[src/rtl/counter_pkg.sv]
// Shared definitions for the up/down modulo counter.
// Direction and mode encodings plus the next-count select used by the top.
package counter_pkg;

    localparam logic CNT_DOWN = 1'b0;
    localparam logic CNT_UP   = 1'b1;

    localparam logic CNT_WRAP = 1'b0;
    localparam logic CNT_SAT  = 1'b1;

    // Source of the next count value.
    //   HOLD    : keep current count
    //   LOAD    : take load_val
    //   INC/DEC : +1 / -1
    //   WRAP_LO : go to 0 (up-boundary in wrap mode)
    //   WRAP_HI : go to modulo_max (down-boundary wrap, or clamp of an over-range count)
    //   SAT     : pin at the boundary of the current direction (modulo_max up, 0 down)
    typedef enum logic [2:0] {
        HOLD,
        LOAD,
        INC,
        DEC,
        WRAP_LO,
        WRAP_HI,
        SAT
    } cnt_sel_e;

endpackage

[src/rtl/counter_prescaler.sv]
// Step prescaler for counter_updown_mod: qualifies every (div+1)-th enabled
// cycle. Only instantiated when COUNTER_PRESCALE_EN is defined.
module counter_prescaler
    import counter_pkg::*;
#(
    parameter int WIDTH = 8
) (
    input  logic             clk,
    input  logic             reset_n,
    input  logic             enable,
    input  logic             load,
    input  logic [WIDTH-1:0] div,
    output logic             step
);

    logic [WIDTH-1:0] cnt_reg;

    // >= rather than == so a div lowered below the current phase fires at once
    assign step = enable && !load && (cnt_reg >= div);

    // Phase counter: restarts on load, freezes while enable is low
    always_ff @(posedge clk or negedge reset_n) begin
        if (!reset_n) begin
            cnt_reg <= '0;
        end else if (load) begin
            cnt_reg <= '0;
        end else if (enable) begin
            cnt_reg <= step ? '0 : cnt_reg + WIDTH'(1);
        end
    end

endmodule

[src/rtl/counter_updown_mod.sv]
// Parametrised up/down counter with programmable terminal value, synchronous
// load, wrap/saturate mode, registered terminal-count pulse and sticky
// overflow/underflow flags.
// Optional macro COUNTER_PRESCALE_EN adds a step prescaler (prescale_div).
module counter_updown_mod
    import counter_pkg::*;
#(
    parameter int               WIDTH     = 32,
    parameter logic [WIDTH-1:0] RESET_VAL = '0
`ifdef COUNTER_PRESCALE_EN
    ,
    parameter int               PRESCALE_W = 8
`endif
) (
    input  logic             clk,
    input  logic             reset_n,
    input  logic             enable,
    input  logic             up_dn,
    input  logic             sat_mode,
    input  logic [WIDTH-1:0] modulo_max,
    input  logic             load,
    input  logic [WIDTH-1:0] load_val,
    input  logic             flag_clr,
`ifdef COUNTER_PRESCALE_EN
    input  logic [PRESCALE_W-1:0] prescale_div,
`endif
    output logic [WIDTH-1:0] count,
    output logic             tc,
    output logic             overflow,
    output logic             underflow
);

    logic [WIDTH-1:0] count_reg, count_next;
    logic             tc_reg;
    logic             overflow_reg, underflow_reg;
    logic             step_qual;
    logic             up_evt, dn_evt;
    cnt_sel_e         sel;

`ifdef COUNTER_PRESCALE_EN
    counter_prescaler #(
        .WIDTH (PRESCALE_W)
    ) u_prescaler (
        .clk     (clk),
        .reset_n (reset_n),
        .enable  (enable),
        .load    (load),
        .div     (prescale_div),
        .step    (step_qual)
    );
`else
    assign step_qual = enable;
`endif

    // Choose the next-count source and detect boundary events
    always_comb begin
        sel    = HOLD;
        up_evt = 1'b0;
        dn_evt = 1'b0;
        if (load) begin
            sel = LOAD;
        end else if (step_qual) begin
            if (up_dn == CNT_UP) begin
                // >= so an over-range count (after load or a shrunk modulo) still wraps/pins
                if (count_reg >= modulo_max) begin
                    up_evt = 1'b1;
                    sel    = (sat_mode == CNT_SAT) ? SAT : WRAP_LO;
                end else begin
                    sel = INC;
                end
            end else begin
                if (count_reg > modulo_max) begin
                    sel = WRAP_HI;  // clamp back into range, not a boundary event
                end else if (count_reg == '0) begin
                    dn_evt = 1'b1;
                    sel    = (sat_mode == CNT_SAT) ? SAT : WRAP_HI;
                end else begin
                    sel = DEC;
                end
            end
        end
    end

    // Map the select onto the next count value
    always_comb begin
        count_next = count_reg;
        case (sel)
            HOLD:    count_next = count_reg;
            LOAD:    count_next = load_val;
            INC:     count_next = count_reg + WIDTH'(1);
            DEC:     count_next = count_reg - WIDTH'(1);
            WRAP_LO: count_next = '0;
            WRAP_HI: count_next = modulo_max;
            SAT:     count_next = (up_dn == CNT_UP) ? modulo_max : '0;
            default: count_next = count_reg;
        endcase
    end

    // Count, terminal pulse and sticky flags; a same-cycle event beats flag_clr
    always_ff @(posedge clk or negedge reset_n) begin
        if (!reset_n) begin
            count_reg     <= RESET_VAL;
            tc_reg        <= 1'b0;
            overflow_reg  <= 1'b0;
            underflow_reg <= 1'b0;
        end else begin
            count_reg     <= count_next;
            tc_reg        <= up_evt | dn_evt;
            overflow_reg  <= up_evt | (overflow_reg & ~flag_clr);
            underflow_reg <= dn_evt | (underflow_reg & ~flag_clr);
        end
    end

    assign count     = count_reg;
    assign tc        = tc_reg;
    assign overflow  = overflow_reg;
    assign underflow = underflow_reg;

endmodule

[config.mk]
export PLATFORM = sky130hd
export DESIGN_NAME = counter_updown_mod
export DESIGN_NICKNAME = d
export VERILOG_FILES = /design/src/rtl/counter_pkg.sv /design/src/rtl/counter_prescaler.sv /design/src/rtl/counter_updown_mod.sv
export SDC_FILE = /design/constraint.sdc
export NUM_CORES = 1
export LEC_CHECK = 0
export ABC_AREA = 1
export ABC_CLOCK_PERIOD_IN_PS = 8550
export CAP_MARGIN = 30
export CELL_PAD_IN_SITES_DETAIL_PLACEMENT = 1
export CELL_PAD_IN_SITES_GLOBAL_PLACEMENT = 1
export CORE_ASPECT_RATIO = 1.25
export CORE_UTILIZATION = 23
export CTS_CLUSTER_SIZE = 24
export DETAILED_ROUTE_END_ITERATION = 16
export PLACE_DENSITY_LB_ADDON = 0.1
export SYNTH_ARGS = -nofsm -noshare
export SYNTH_HDL_FRONTEND = slang
export SYNTH_HIERARCHICAL = 1
export SYNTH_SLANG_ARGS = --single-unit
[constraint.sdc]
create_clock -name clk -period 8.55 [get_ports clk]
set_input_delay 1.71 -clock clk [delete_from_list [all_inputs] [get_ports clk]]
set_output_delay 1.71 -clock clk [all_outputs]
set_load 0.05 [all_outputs]
Yosys cells after proc, flatten, opt, wreduce, memory -nomap -nowiden
Cells that the tools add are included.
{ "word_totals": {"out_inout_bits": 35, "register_bits": 35, "wordCells": 41, "inputBits": 71} }
{ "op_classes": {"n_lt_le_gt_ge": 2, "muxes": 19, "reduce_logical": 2, "n_bitwise": 6, "n_eq_ne": 6, "add_sub_neg": 2} }
{ "op_table": {"columns": ["op", "count"], "rows": [
  ["$pmux 32 s6", 1],
  ["$add 32x1->32 const B", 1],
  ["$ge 32x32->1", 1],
  ["$gt 32x32->1", 1],
  ["$logic_not 32->1", 1],
  ["$mux 32", 1],
  ["$sub 32x1->32 const B", 1],
  ["$mux 3", 6],
  ["$eq 3x3->1 const B", 3],
  ["$mux 1", 9],
  ["$eq 3x2->1 const B", 2],
  ["$reduce_bool 6->1", 1],
  ["$mux 2", 2],
  ["$eq 3x1->1 const B", 1],
  ["$or 1x1->1", 3],
  ["$and 1x1->1", 2],
  ["$not 1->1", 1]
]} }

Depth between registers and ports, before layout
Gate-level depths: netlist (run 1).
{ "logic_depth": {"word_depth": 8, "depth_mapped": 35, "ltp_nobuf": 35} }

Worst setup path after synthesis (run 1)
No wires, ideal clock.
{ "synth_path": {"kind": "input-to-reg", "from": "input modulo_max[7]", "to": "register count_reg[20], in the netlist count[20]", "path_slack_ns": 3.172, "setup_ns": 0.121, "t_arrival_ns": 5.257, "stages": 26, "n_path_buf": 0, "t_required_ns": 8.429, "path_cell_list": "inv_1 ha_1 a21o_1 nor2_1 nand2_1 nand2_1 nand2_1 nand2_1 nand3_1 nand3_1 nand2_1 nor2_2 nand2_1 inv_1 ha_1 a21oi_1 o21a_1 inv_1 a21oi_1 inv_1 a21oi_1 o21ai_0 xnor2_1 o21ai_0 o21bai_1 nand2_1"} }
{ "synth_between": {"elab_chain_len": 7, "word_cells_on_any_way": 15, "cone_classes": "2 x order compare; 6 x eq/ne; 6 x mux; 1 x reduce/logical"} }
{ "synth_lines": {"columns": ["item", "line", "text"], "rows": [
  ["start, declared", "counter_updown_mod.sv:20", "input logic [WIDTH-1:0] modulo_max,"],
  ["$gt 32x32->1 / $ge 32x32->1 (equally long branches)", "counter_updown_mod.sv:72, counter_updown_mod.sv:65", null],
  ["$mux 3 (on tied branches)", "counter_updown_mod.sv:72, counter_updown_mod.sv:65", null],
  ["$mux 3 (*)", "counter_updown_mod.sv:63", "if (up_dn == CNT_UP) begin"],
  ["$mux 3 (*)", "counter_updown_mod.sv:62", "end else if (step_qual) begin"],
  ["$mux 3 (*)", "counter_updown_mod.sv:60", "if (load) begin"],
  ["$eq 3x3->1 (tied with other cells)", "counter_updown_mod.sv:87", "case (sel)"],
  ["$pmux 32 s6 / $reduce_bool 6->1 (equally long branches)", null, null],
  ["end signal, assigned", "counter_updown_mod.sv:107", "count_reg <= count_next;"],
  ["end, declared", "counter_updown_mod.sv:33", "logic [WIDTH-1:0] count_reg, count_next;"]
]} }
Every way passes the cells marked *; elsewhere a longest branch is shown, timed or not.
A chain may end at the register's enable or synchronous reset.

Worst setup path in the final report (run 1)
{ "layout_path": {"from": "input modulo_max[27]", "to": "register count_reg[20], in the netlist count[20]"} }
Same word-level chain as after synthesis.

==> flow_metrics.env, run 1 <==
export IMPL_startpoint_type="input port"
export IMPL_slew_violations=0
export IMPL_synth_seq_area_share=0.183
export IMPL_finalSetupTns_ns=0
export IMPL_p_sw_uw=528
export IMPL_antenna_found_initial=0
export IMPL_die_y_microns=163
export IMPL_final_cell_mix="260 x nand2_1, 104 x clkdlybuf4s50_1, 102 x inv_1"
export IMPL_ys_ff_latch=35
export IMPL_ios=106
export IMPL_synthCells=757
export IMPL_cts_buffer_depth=2
export IMPL_timing_hold_ws_ns=0.528
export IMPL_grt_pass1_wl_microns=31000
export IMPL_ys_flop_type="dfrtp_1"
export IMPL_synth_edf_count=0
export IMPL_hold_violations=0
export IMPL_cts_hold_buf=0
export IMPL_cts_root_buf="clkbuf_16"
export IMPL_placedCellCount=1122
export IMPL_htreeDepth=2
export IMPL_grt_max_degree=35
export IMPL_core_sq_um=20200
export IMPL_path_clk_slew_ns=0.06
export IMPL_cts_tree="done"
export IMPL_fillCellCount=2548
export IMPL_grt_ovfl_total=0
export IMPL_layout_nets=993
export IMPL_cp_data_arrival_time_ns=7.27
export IMPL_finalWirelength_microns=19500
export IMPL_synth_distinct_cells=39
export IMPL_via_count=5307
export IMPL_wl_per_cell_microns=17.2
export IMPL_power_switching_share=0.478
export IMPL_tritoncts_num_buffers=5
export IMPL_fin_crit_sh=0.827
export IMPL_critPathBufInv=6
export IMPL_r2r_slack_ns=2.96
export IMPL_power_density_nw_per_um2=175
export IMPL_setup_viol=0
export IMPL_drive_gt1_frac=0.0500
export IMPL_finClkSkew_ns=0.00789
export IMPL_rsz0062_at_grt="false"
export IMPL_grt_usage=0.192
export IMPL_gp_congestion=0.874
export IMPL_worstPathRequired_ns=8.74
export IMPL_fmax_mhz=141
export IMPL_reg2reg_from="count[27]"
export IMPL_first_pass_iters=4
export IMPL_worst_r2r_path_depth=24
export IMPL_period_needed_ns=7.07
export IMPL_async_reset_ff_frac=1.00
export IMPL_die_w_microns=131
export IMPL_pwr_share_seq=0.222
export IMPL_worstMarginPinSlew_ns=0.788
export IMPL_viasPerCell=4.70
export IMPL_relSlewSlack=0.473
export IMPL_crit_path_end_kind="register"
export IMPL_holdPathStages=2
export IMPL_portBuffers=105
export IMPL_maxCapViolCount=0
export IMPL_holdCritStartpoint="underflow"
export IMPL_crit_path_start="modulo_max[27]"
export IMPL_comb_power_share=0.548
export IMPL_largest_register_ffs=32
export IMPL_area_growth_pct=32.0
export IMPL_drcViolationCount=0
export IMPL_hold_class="reg2reg"
export IMPL_postRouteAntennaNets=0
export IMPL_die_area_sq_um=21400
export IMPL_yosysWarnings=6
export IMPL_final_cells=1130
export IMPL_ir_worst_vdd_uv=66.5
export IMPL_power_mw=1.11
export IMPL_seqCellArea_sq_um=876
export IMPL_syn_num_nets=891
export IMPL_start_util=0.236
export IMPL_worstHoldEndpoint="underflow"
export IMPL_cts_setup_buffers=0
export IMPL_critPathMaxFanout=18
export IMPL_avgSynthCellArea_sq_um=6.31
export IMPL_antenna_cells=0
export IMPL_layout_commonest_cell="nand2_1"
export IMPL_critPathKind="in2reg"
export IMPL_power_leakage_nw=3.16
export IMPL_grt_pass1_vias=5845
export IMPL_r2r_end="count[20]"
export IMPL_multi_input_area_sq_um=3410
export IMPL_rows=58
export IMPL_synthesis_area_sq_um=4780
export IMPL_cpLargestDelayFamily="compound AO/OA/AOI/OAI gates"
export IMPL_cts_num_sinks=35
export IMPL_run_status="finished, final reports clean"
export IMPL_dp_final_hpwl_microns=15700
export IMPL_p_int_uw=577
export IMPL_post_cts_resized=0
export IMPL_clkLatencyLatePin_ns=0.30
export IMPL_critPathMaxStageDelay_ns=0.49
export IMPL_pwr_share_clk=0.230
export IMPL_slowest_stage="clkdlybuf4s50_1"
export IMPL_drt_iter0_drc=155
-- power by group through the flow --
stage	Sequential, mW	Clock (mW)	Combinational (mW)
2_1_floorplan	0.329	0	0.308
3_3_place_gp	0.250	0	0.606
3_5_place_dp	0.251	0	0.614
4_1_cts	0.248	0.262	0.619
5_1_grt	0.253	0.265	0.676
6_report	0.246	0.254	0.606
-- cells by family (layout without fill, tap and decap cells) --
family	after synthesis	in the layout	share of synthesized area
DFF	35	35	0.183
xor gates and xnor gates	18	18	0.0330
and+or+nand+nor	375	375	0.320
AOI/OAI and AO/OA	146	146	0.194
adders and majority gates	63	63	0.167
buffers and inverters	120	223	0.103
-- metal layers --
layer	vias to the layer above	global-route usage	routed length (microns)	part of all wire
li1	2692	-	-	-
met1	2531	0.218	8130	0.42
met2	72	0.370	10600	0.54
met3	12	0.0242	481	0.025
met4	0	0.0475	297	0.015
met5	-	0	0	0
-- worst max-delay path by stage --
stage                end  cells past startpoint
4_1_cts        count[20]                     26
2_1_floorplan  count[20]                     26
3_5_place_dp   count[20]                     26
3_3_place_gp   count[20]                     26
6_report       count[20]                     26
5_1_grt        count[20]                     26
-- cell usage after synthesis, types with 4 or more instances --
| library cell | count | area, sq um |
|---|---|---|
| nand2_1 | 260 | 976 |
| inv_1 | 102 | 383 |
| a21oi_1 | 63 | 315 |
| ha_1 | 62 | 776 |
| nor2_1 | 57 | 214 |
| dfrtp_1 | 35 | 876 |
| o21ai_0 | 29 | 145 |
| nand3_1 | 25 | 125 |
| o211ai_1 | 15 | 113 |
| nand4_1 | 11 | 68.8 |
| o211ai_2 | 11 | 138 |
| xnor2_1 | 10 | 87.6 |
| xor2_1 | 8 | 70.1 |
| o21a_1 | 7 | 52.6 |
| nor3_1 | 6 | 30.0 |
| buf_2 | 5 | 25.0 |
| a31oi_1 | 4 | 25.0 |
| inv_2 | 4 | 15.0 |
| nand2_2 | 4 | 25.0 |
| nor2_2 | 4 | 25.0 |
-- per-stage QoR --
step	utilization	setup WS, ns	instance area (sq um)
6_report	0.312	1.48	6310
3_5_place_dp	0.302	0.990	6120
5_1_grt	0.312	1.01	6310
4_1_cts	0.312	1.28	6310
3_3_place_gp	0.301	1.11	6090
2_1_floorplan	-	3.17	4780
-- worst register-to-register path: cells and delay by family (launching register included) --
family,cells,cell delay (ns)
buf+inv,4,0.93
flops,1,0.44
xor+xnor,1,0.27
simple gates,9,1.48
compound gates,8,1.69
fa+ha+maj,2,0.68
-- area by class of cell --
class                      count  share of cell area
sequential                    35               0.139
multi-input combinational    602               0.541
clock buffer                   6              0.0204
timing repair buffer         109               0.174
clock inverter                 2             0.00952
inverter                     106              0.0631
tap                          270              0.0536
Power figures use the tool's default switching activity.
==> run 2, diff against run 1 <==
Settings changed: ABC_CLOCK_PERIOD_IN_PS 8550 to 6400.
Clock period 8.55 ns to 6.4 ns, I/O delays scaled along.
==> run 2 against run 1 <==
Compared with the run above:
- cell count is 1.9% higher
- critical path depth up 1
- flip-flop and latch count stayed put
- worst hold slack better by 0.0017 ns
- highest routed layer unchanged
- clock skew fell by 0.0051 ns
- utilization is 0.69 points higher
- sequential share of layout area down 0.30 points
- clock power grew 5%
- critical endpoint is now count[22]
- sequential power up 33%
- die area unchanged
- first-iteration DRC count is 3.9% lower
==> flow_metrics.env, run 2 (synthesized netlist as in run 1, its figures left out) <==
export IMPL_timing_hold_ws_ns=0.529
export IMPL_grt_pass1_wl_microns=31700
export IMPL_dp_slack_ns=-0.462
export IMPL_cpLargestDelayFamily="simple AND/OR/NAND/NOR gates"
export IMPL_run_status="finished, final reports clean"
export IMPL_start_util=0.236
export IMPL_worst_r2r_path_depth=25
export IMPL_critPathKind="in2reg"
export IMPL_finClkSkew_ns=0.00283
export IMPL_final_cells=1152
export IMPL_htreeDepth=2
export IMPL_fin_crit_sh=0.931
export IMPL_die_y_microns=163
export IMPL_crit_top_cell="nand2_1"
export IMPL_slew_violations=0
export IMPL_pwr_share_clk=0.185
export IMPL_relSlewSlack=0.493
export IMPL_die_w_microns=131
export IMPL_crit_path_end_kind="register"
export IMPL_portBuffers=105
export IMPL_layout_commonest_cell="nand2_1"
export IMPL_wl_per_cell_microns=17.5
export IMPL_holdCritStartpoint="underflow"
export IMPL_drive_gt1_frac=0.0782
export IMPL_critPathBufInv=4
export IMPL_cts_num_sinks=35
export IMPL_power_density_nw_per_um2=224
export IMPL_comb_power_share=0.588
export IMPL_worstHoldEndpoint="underflow"
export IMPL_cts_root_buf="clkbuf_16"
export IMPL_power_mw=1.44
export IMPL_rsz0062_at_grt="false"
export IMPL_critPathMaxStageDelay_ns=0.48
export IMPL_tritoncts_num_buffers=5
export IMPL_gp_congestion=0.864
export IMPL_cts_hold_buf=0
export IMPL_via_count=5385
export IMPL_holdPathStages=2
export IMPL_worstMarginPinSlew_ns=0.758
export IMPL_core_sq_um=20200
export IMPL_clkLatencyLatePin_ns=0.29
export IMPL_worstPathRequired_ns=6.64
export IMPL_placedCellCount=1144
export IMPL_fmax_mhz=168
export IMPL_finalSetupTns_ns=0
export IMPL_antenna_cells=0
export IMPL_ir_worst_vdd_uv=103
export IMPL_path_clk_slew_ns=0.06
export IMPL_maxCapViolCount=0
export IMPL_fin_util=0.318
export IMPL_p_sw_uw=719
export IMPL_grt_max_degree=32
export IMPL_fin_area_sq_um=6450
export IMPL_grt_ovfl_total=0
export IMPL_period_needed_ns=5.96
export IMPL_hold_violations=0
export IMPL_finalWirelength_microns=20200
export IMPL_placed_area_sq_um=6280
export IMPL_slowest_stage="clkdlybuf4s50_1"
export IMPL_postRouteAntennaNets=0
export IMPL_drcViolationCount=0
export IMPL_cts_tree="done"
export IMPL_grt_usage=0.197
export IMPL_r2r_slack_ns=1.46
export IMPL_grt_pass1_vias=5912
export IMPL_rows=58
export IMPL_layout_setup_ws_ns=0.439
export IMPL_startpoint_type="input port"
export IMPL_cts_buffer_depth=2
export IMPL_first_pass_iters=4
export IMPL_reg2reg_from="count[27]"
export IMPL_r2r_end="count[22]"
export IMPL_die_area_sq_um=21400
export IMPL_pwr_share_seq=0.227
export IMPL_dp_final_hpwl_microns=16600
export IMPL_layout_nets=1016
export IMPL_final_cell_mix="260 x nand2_1, 104 x clkdlybuf4s50_1, 101 x inv_1"
export IMPL_power_switching_share=0.498
export IMPL_critPathMaxFanout=16
export IMPL_setup_viol=0
export IMPL_hold_class="reg2reg"
export IMPL_power_leakage_nw=3.25
export IMPL_drt_iter0_drc=149
export IMPL_largest_register_ffs=32
export IMPL_p_int_uw=724
export IMPL_cp_data_arrival_time_ns=6.20
export IMPL_area_growth_pct=34.9
export IMPL_ios=106
export IMPL_viasPerCell=4.67
export IMPL_antenna_found_initial=0
## run 2: changes by cell type in the layout (fill, tap and decap cells not counted), sizes merged
cell	previous run	this run
clkinvlp	0	1
clkinv	0	1
buf	5	28
inv	106	105
bufinv	2	0
## run 2: worst reg2reg max path, cell delays in order, from the launching register on
cell and delay [ns]:
dfrtp_1 0.46, ha_1 0.33, nand2_1 0.08, nor2_2 0.25
nand2_1 0.13, nor2_2 0.18, nand4_1 0.24, nand3_1 0.21
nand3_1 0.12, nand2_1 0.10, nor2_2 0.06, nand2_1 0.15
clkinvlp_4 0.15, buf_4 0.22, ha_1 0.36, a21oi_1 0.20
o21ai_0 0.11, a21oi_1 0.30, o211ai_1 0.21, a21oi_1 0.29
o21ai_0 0.23, nand2_1 0.11, nand2_1 0.05, o211ai_1 0.18
nand2_1 0.08, nand2_1 0.07
## run 2: how the worst max path moves through the flow
stage,start,end,slack (ns),cells past startpoint
final,modulo_max[27],count[22],0.44,27
after global routing,modulo_max[23],count[20],0.01,27
after CTS,modulo_max[27],count[23],0.37,29
after detailed placement,modulo_max[27],count[23],-0.46,28
after global placement,modulo_max[27],count[23],-0.24,28
after floorplan,modulo_max[7],count[20],1.45,26
## run 2: power by group through the flow
stage | combinational (mW) | sequential, mW | clock, mW
2_1_floorplan | 0.411 | 0.439 | 0
3_5_place_dp | 0.854 | 0.335 | 0
5_1_grt | 0.936 | 0.337 | 0.282
3_3_place_gp | 0.840 | 0.333 | 0
6_report | 0.849 | 0.328 | 0.266
4_1_cts | 0.860 | 0.332 | 0.276
## run 2: cell type report
class | instances | area (sq um)
repair buffers | 132 | 1270
inverters | 106 | 402
flip-flops and latches | 35 | 876
clock inverters | 1 | 5.00
well taps | 270 | 338
clock buffers | 6 | 139
multi-input cells | 602 | 3420
fillers | 2550 | 13800
## run 2: metal layers
layer	part of all wire	global-route usage
met1	0.42	0.227
met2	0.54	0.378
met3	0.019	0.0183
met4	0.022	0.0554
met5	0	0
## run 2: what timing repair did
item	CTS	global route
pin swaps	0	0
gates resized for setup	2	2
buffers inserted	1	0
setup endpoints to repair	1	3
